[src/rtl/pll_sched_pkg.sv]
// Shared definitions for the PLL sample scheduler: FSM encoding,
// default widths and the shortest legal tick period.
package pll_sched_pkg;

  typedef enum logic [1:0] {
    ST_IDLE      = 2'd0,
    ST_ISSUE     = 2'd1,
    ST_WAIT_DONE = 2'd2,
    ST_OUTPUT    = 2'd3
  } sched_state_t;

  localparam int DEF_DIV_WIDTH = 16;
  localparam int DEF_TO_WIDTH  = 12;
  localparam int DEF_CNT_WIDTH = 8;

  // A period of 1 would tick every cycle and leave the counter no room to wrap.
  localparam int MIN_PERIOD    = 2;

endpackage

[src/rtl/pll_tick_gen.sv]
// Programmable sample-tick generator. The counter runs 0..period_q-1 while
// enabled; the period is reloaded only at wrap or when enable rises, so a
// new cfg_period never truncates or stretches the period in progress.
module pll_tick_gen
  import pll_sched_pkg::*;
#(
  parameter int DIV_WIDTH = DEF_DIV_WIDTH
) (
  input  logic                 Clk,
  input  logic                 Resetn,
  input  logic                 enable,
  input  logic [DIV_WIDTH-1:0] cfg_period,
  output logic                 tick
);

  logic [DIV_WIDTH-1:0] count;
  logic [DIV_WIDTH-1:0] period_q;
  logic [DIV_WIDTH-1:0] period_sel;
  logic                 enable_q;
  logic                 at_end;

  // Clamp the requested period to the minimum legal value.
  always_comb begin
    if (cfg_period < DIV_WIDTH'(MIN_PERIOD)) begin
      period_sel = DIV_WIDTH'(MIN_PERIOD);
    end else begin
      period_sel = cfg_period;
    end
  end

  // Tick is a decode of registered state gated by enable, so it lands in
  // the very cycle the counter sits at its terminal value.
  assign at_end = (count == (period_q - DIV_WIDTH'(1)));
  assign tick   = enable & at_end;

  // Period counter, period latch and enable edge history.
  always_ff @(posedge Clk or negedge Resetn) begin
    if (!Resetn) begin
      count    <= {DIV_WIDTH{1'b0}};
      period_q <= DIV_WIDTH'(MIN_PERIOD);
      enable_q <= 1'b0;
    end else begin
      enable_q <= enable;
      if (!enable || at_end) begin
        count <= {DIV_WIDTH{1'b0}};
      end else begin
        count <= count + DIV_WIDTH'(1);
      end
      if (enable && (at_end || !enable_q)) begin
        period_q <= period_sel;
      end else begin
        period_q <= period_q;
      end
    end
  end

endmodule

[src/rtl/pll_sample_scheduler.sv]
// Sample-rate scheduler: one PLL computation per tick, launched through a
// start handshake, guarded by a done timeout, and handed downstream through
// a result-valid handshake. Ticks arriving mid-sequence are counted as
// overruns and otherwise dropped.
module pll_sample_scheduler
  import pll_sched_pkg::*;
#(
  parameter int DIV_WIDTH = DEF_DIV_WIDTH,
  parameter int TO_WIDTH  = DEF_TO_WIDTH,
  parameter int CNT_WIDTH = DEF_CNT_WIDTH
) (
  input  logic                 Clk,
  input  logic                 Resetn,
  input  logic                 enable,
  input  logic [DIV_WIDTH-1:0] cfg_period,
  input  logic [TO_WIDTH-1:0]  cfg_timeout,
  input  logic                 clear_errors,
  output logic                 tick,
  output logic                 start_tvalid,
  input  logic                 start_tready,
  input  logic                 core_done,
  output logic                 out_data_valid,
  input  logic                 out_data_ready,
  output logic                 busy,
  output logic [CNT_WIDTH-1:0] overrun_cnt,
  output logic                 err_timeout
);

  sched_state_t        state;
  logic [TO_WIDTH-1:0] to_cnt;
  logic [TO_WIDTH-1:0] to_next;
  logic                timeout_hit;
  logic                timeout_evt;
  logic                overrun_evt;

  pll_tick_gen #(
    .DIV_WIDTH (DIV_WIDTH)
  ) u_tick_gen (
    .Clk        (Clk),
    .Resetn     (Resetn),
    .enable     (enable),
    .cfg_period (cfg_period),
    .tick       (tick)
  );

  // Timeout terminal decode: the cfg_timeout-th cycle spent in WAIT_DONE.
  always_comb begin
    to_next     = to_cnt + TO_WIDTH'(1);
    timeout_hit = (cfg_timeout != {TO_WIDTH{1'b0}}) && (to_next == cfg_timeout);
    timeout_evt = (state == ST_WAIT_DONE) && !core_done && timeout_hit;
    overrun_evt = tick && (state != ST_IDLE);
  end

  // Sequencing FSM; handshake valids and busy are registered from the next state.
  always_ff @(posedge Clk or negedge Resetn) begin
    if (!Resetn) begin
      state          <= ST_IDLE;
      start_tvalid   <= 1'b0;
      out_data_valid <= 1'b0;
      busy           <= 1'b0;
      to_cnt         <= {TO_WIDTH{1'b0}};
    end else begin
      case (state)
        ST_IDLE: begin
          if (tick) begin
            state        <= ST_ISSUE;
            start_tvalid <= 1'b1;
            busy         <= 1'b1;
          end
        end
        ST_ISSUE: begin
          if (start_tready) begin
            state        <= ST_WAIT_DONE;
            start_tvalid <= 1'b0;
            to_cnt       <= {TO_WIDTH{1'b0}};
          end
        end
        ST_WAIT_DONE: begin
          // A done arriving on the terminal cycle still counts as on time.
          if (core_done) begin
            state          <= ST_OUTPUT;
            out_data_valid <= 1'b1;
          end else if (timeout_hit) begin
            state <= ST_IDLE;
            busy  <= 1'b0;
          end else begin
            to_cnt <= to_next;
          end
        end
        ST_OUTPUT: begin
          if (out_data_ready) begin
            state          <= ST_IDLE;
            out_data_valid <= 1'b0;
            busy           <= 1'b0;
          end
        end
        default: begin
          state          <= ST_IDLE;
          start_tvalid   <= 1'b0;
          out_data_valid <= 1'b0;
          busy           <= 1'b0;
        end
      endcase
    end
  end

  // Sticky timeout flag; a timeout in the clearing cycle survives the clear.
  always_ff @(posedge Clk or negedge Resetn) begin
    if (!Resetn) begin
      err_timeout <= 1'b0;
    end else if (timeout_evt) begin
      err_timeout <= 1'b1;
    end else if (clear_errors) begin
      err_timeout <= 1'b0;
    end else begin
      err_timeout <= err_timeout;
    end
  end

  // Saturating overrun counter; an overrun in the clearing cycle leaves a count of one.
  always_ff @(posedge Clk or negedge Resetn) begin
    if (!Resetn) begin
      overrun_cnt <= {CNT_WIDTH{1'b0}};
    end else if (clear_errors) begin
      overrun_cnt <= overrun_evt ? CNT_WIDTH'(1) : {CNT_WIDTH{1'b0}};
    end else if (overrun_evt && (overrun_cnt != {CNT_WIDTH{1'b1}})) begin
      overrun_cnt <= overrun_cnt + CNT_WIDTH'(1);
    end else begin
      overrun_cnt <= overrun_cnt;
    end
  end

endmodule

[config.mk]
export PLATFORM = sky130hd
export DESIGN_NAME = pll_sample_scheduler
export DESIGN_NICKNAME = d
export VERILOG_FILES = /design/src/rtl/pll_sched_pkg.sv /design/src/rtl/pll_tick_gen.sv /design/src/rtl/pll_sample_scheduler.sv
export SDC_FILE = /design/constraint.sdc
export NUM_CORES = 1
export LEC_CHECK = 0
export ABC_AREA = 1
export CORE_UTILIZATION = 35
export CTS_CLUSTER_SIZE = 10
export DETAILED_ROUTE_END_ITERATION = 7
export PLACE_DENSITY = 0.58
export SYNTH_ARGS = -nofsm -noshare
export SYNTH_HDL_FRONTEND = slang
export SYNTH_SLANG_ARGS = --single-unit
[constraint.sdc]
create_clock -name Clk -period 3.9 [get_ports Clk]
set_input_delay 0.39 -clock Clk [delete_from_list [all_inputs] [get_ports Clk]]
set_output_delay 0.39 -clock Clk [all_outputs]
set_load 0.05 [all_outputs]
==> metrics.yaml <==
run_status:
  status: "complete, no violations"
setup_path:
  crit_chain: "inv_1 > ha_1 > nand2_2 > nor2_4 > nand2_1 > nand2_1 > nand2_1 > nor2_1 > nand2_1 > nor2_1 > nand3_2 > inv_1 > clkdlybuf4s50_1"
  crit_path_end_kind: "output port"
  start_kind: "flop"
  critical-path-slowest-cell: "clkdlybuf4s50_1"
  max_stage_delay_ps: 810
  path_buf_inv: 3
  cp.required_ps: 3510
  criticalPathCategory: "flop to output port"
  cp_common_cell: "nand2_1"
  cp_max_fo: 5
  cp.arrival_ps: 3060
  cpLargestDelayFamily: "buffers and inverters"
timing:
  setup_tns_ps: 0
  hold_ws_ps: 102
  final.setup_skew_ps: 8.67
  drv_slew: 0
  worst_slew_pin_slew_ps: 998
  fmax_ghz: 0.290
  finalHoldViolCount: 0
  rsz0062_at_grt: "no"
  period_share: 0.885
  fin_crit_ps: 3450
  setup_violations: 0
  relSlewSlack: 0.332
floorplan:
  core_sq_um: 11500
  initial_core_util: 0.360
  die_x_um: 111
  die_height_um: 111
  dieArea_sq_um: 12200
  io_pins: 48
  rows: 39
place:
  placed_area_sq_um: 4720
  hpwl_um: 7390
  portBuffers: 47
  dp.cells: 786
  gp_congestion: 0.848
global_routing:
  grt_overflow: 0
  grt_pass1_wl_um: 17200
  grtUsageTotal: 0.171
  grt_max_degree: 33
  grt_pass1_vias: 3806
  antenna_found_initial: 0
yosys:
  yosys_warnings: 0
  synthCells: 602
  ys_async_sr_fraction: 1.00
  synth_area_leaders: "dfrtp_1 35%, nand2_1 18%, inv_1 7.7%"
  synth_fp_nets: 641
  netlist-cell-type-count: 38
  yosysTopAreaCell: "dfrtp_1"
  avgSynthCellArea_sq_um: 6.86
  synth_most_common_cell: "nand2_1"
  seq_area_frac_synth: 0.358
  syn-cell-area_sq_um: 4130
  synth_edf_count: 0
  synth_flop_cell: "dfrtp_1"
  netlist_top_cells_count: "193 x nand2_1, 85 x inv_1, 60 x nor2_1, 58 x dfrtp_1, 55 x nand3_1"
  yosys_register_bits: 59
  netlist.area_leader.share: 0.351
cells_and_area:
  fin_area_sq_um: 5030
  nFillCells: 1193
  syn_to_final_growth_pct: 21.6
  drive_gt1_frac: 0.0865
  instances_no_fill: 802
  antenna_cells: 0
  fin_nets: 693
clock_network:
  cts_resized: 0
  clk_latency_ps: 330
  clkSinkCount: 59
  cts_tree: "done"
  clk_pin_slew_ps: 50
  holdBufCountCts: 0
  cts-buffers-inserted: 9
  cts_max_path_buffers: 2
  post_cts_buffers: 0
  root_buffer: "clkbuf_16"
  htree_levels: 3
power_and_ir_drop:
  power_w: 0.00207
  power_density_nw_per_um2: 412
  vdd_drop_max_v: 0.000365
  p_leak_nw: 2.38
drt:
  drt-vias-per-instance: 4.79
  avgRoutedWirePerCell_um: 12.1
  first_pass_iters: 4
  route.detailed.drc: 0
  routed_wl_um: 9680
  num_vias: 3845
  drtIter0Drc: 180
  detail-route-antenna-nets: 0
min_path:
  worstHoldPathType: "input pin to asynchronous set/reset pin"
job:
  drv_cap: 0
[per-stage QoR]
stage               setup slack [ps]  utilization
CTS                              433        0.438
global placement                 848        0.411
global route                     167        0.438
finish                           450        0.438
floorplan                       1560            -
detailed placement               814        0.411
[kinds of logic after synthesis]
group           synth area share
xor+xnor                  0.0445
fa+ha+maj                 0.0121
flops                      0.358
buf+inv                   0.0963
compound gates            0.0760
simple gates               0.414
[worst reg2reg max path, cell delays in order (launching register included)]
cell and delay (ps):
dfrtp_1 550, ha_1 300, nand2_1 120, nor2_2 220
nand2_1 140, nand3_1 130, nand4_1 110, nor2_1 100
nand2_1 80, nor2_1 90, nand4_1 210, nand2_1 360
o21ai_0 130
[registers in the layout (all words and copies together), names as in the netlist]
register	count
busy	1
err_timeout	1
out_data_valid	1
overrun_cnt	8
start_tvalid	1
state	2
to_cnt	12
u_tick_gen.count	16
u_tick_gen.enable_q	1
u_tick_gen.period_q	16
[cells in the final DEF (no fill, tap or decap), types with 2 or more instances in the layout]
| master | netlist | final |
|---|---|---|
| o21ai_1 | 9 | 9 |
| nand2_1 | 193 | 193 |
| or2_2 | 2 | 2 |
| inv_2 | 2 | 2 |
| inv_1 | 85 | 85 |
| clkinv_2 | 0 | 2 |
| nor2_4 | 3 | 3 |
| bufinv_16 | 0 | 2 |
| nor2_2 | 6 | 6 |
| nor2_1 | 60 | 60 |
| nand3_2 | 2 | 2 |
| nand3_1 | 55 | 55 |
| xor2_1 | 15 | 15 |
| nor3b_1 | 5 | 5 |
| nand2_2 | 6 | 6 |
| o21ai_2 | 15 | 15 |
| o21ai_0 | 11 | 11 |
| nor4_1 | 7 | 7 |
| ha_1 | 4 | 4 |
| nand4_1 | 13 | 13 |
| nor3_1 | 10 | 10 |
| clkdlybuf4s50_1 | 0 | 46 |
| clkbuf_1 | 1 | 2 |
| and3_1 | 2 | 2 |
| nand3b_1 | 7 | 7 |
| a21oi_1 | 9 | 9 |
| clkbuf_16 | 0 | 9 |
| dfrtp_1 | 58 | 58 |
| xnor2_1 | 6 | 6 |
[power by group]
part,switching [W],total (W),internal [W],leakage (nW)
combinational,0.000328,0.000516,0.000189,1.44
clock,0.000275,0.000831,0.000556,0.150
sequential,0.0000631,0.000726,0.000663,0.785
[metal layers]
layer,track usage,part of all wire,vias to the layer above
met5,0,0,-
met4,0.0551,0.013,0
met3,0.0454,0.036,10
met2,0.278,0.47,59
met1,0.221,0.48,1756
li1,-,-,2020
[area by class of cell]
class	instances	area [sq um]	share of cell area
Clock buffer	11	233	0.0463
Clock inverter	5	77.6	0.0154
Inverter	88	330	0.0657
Multi-Input combinational cell	448	2260	0.449
Sequential cell	59	1480	0.294
Tap cell	143	179	0.0356
Timing Repair Buffer	48	473	0.0941
[worst paths after layout]
kind | depth (start not counted) | from | slack, ps | end
worst max-delay path | 13 | u_tick_gen.period_q[1] | 450 | tick
worst min-delay path | 1 | Resetn | 100 | u_tick_gen.period_q[11]
worst max register to register | 12 | to_cnt[0] | 1240 | to_cnt[6]
worst min register to register | 2 | busy | 480 | busy
max in group asynchronous | 2 | Resetn | 2930 | to_cnt[7]
min in group Clk | 2 | busy | 480 | busy
Note: power is estimated with default switching activity, not from simulation.
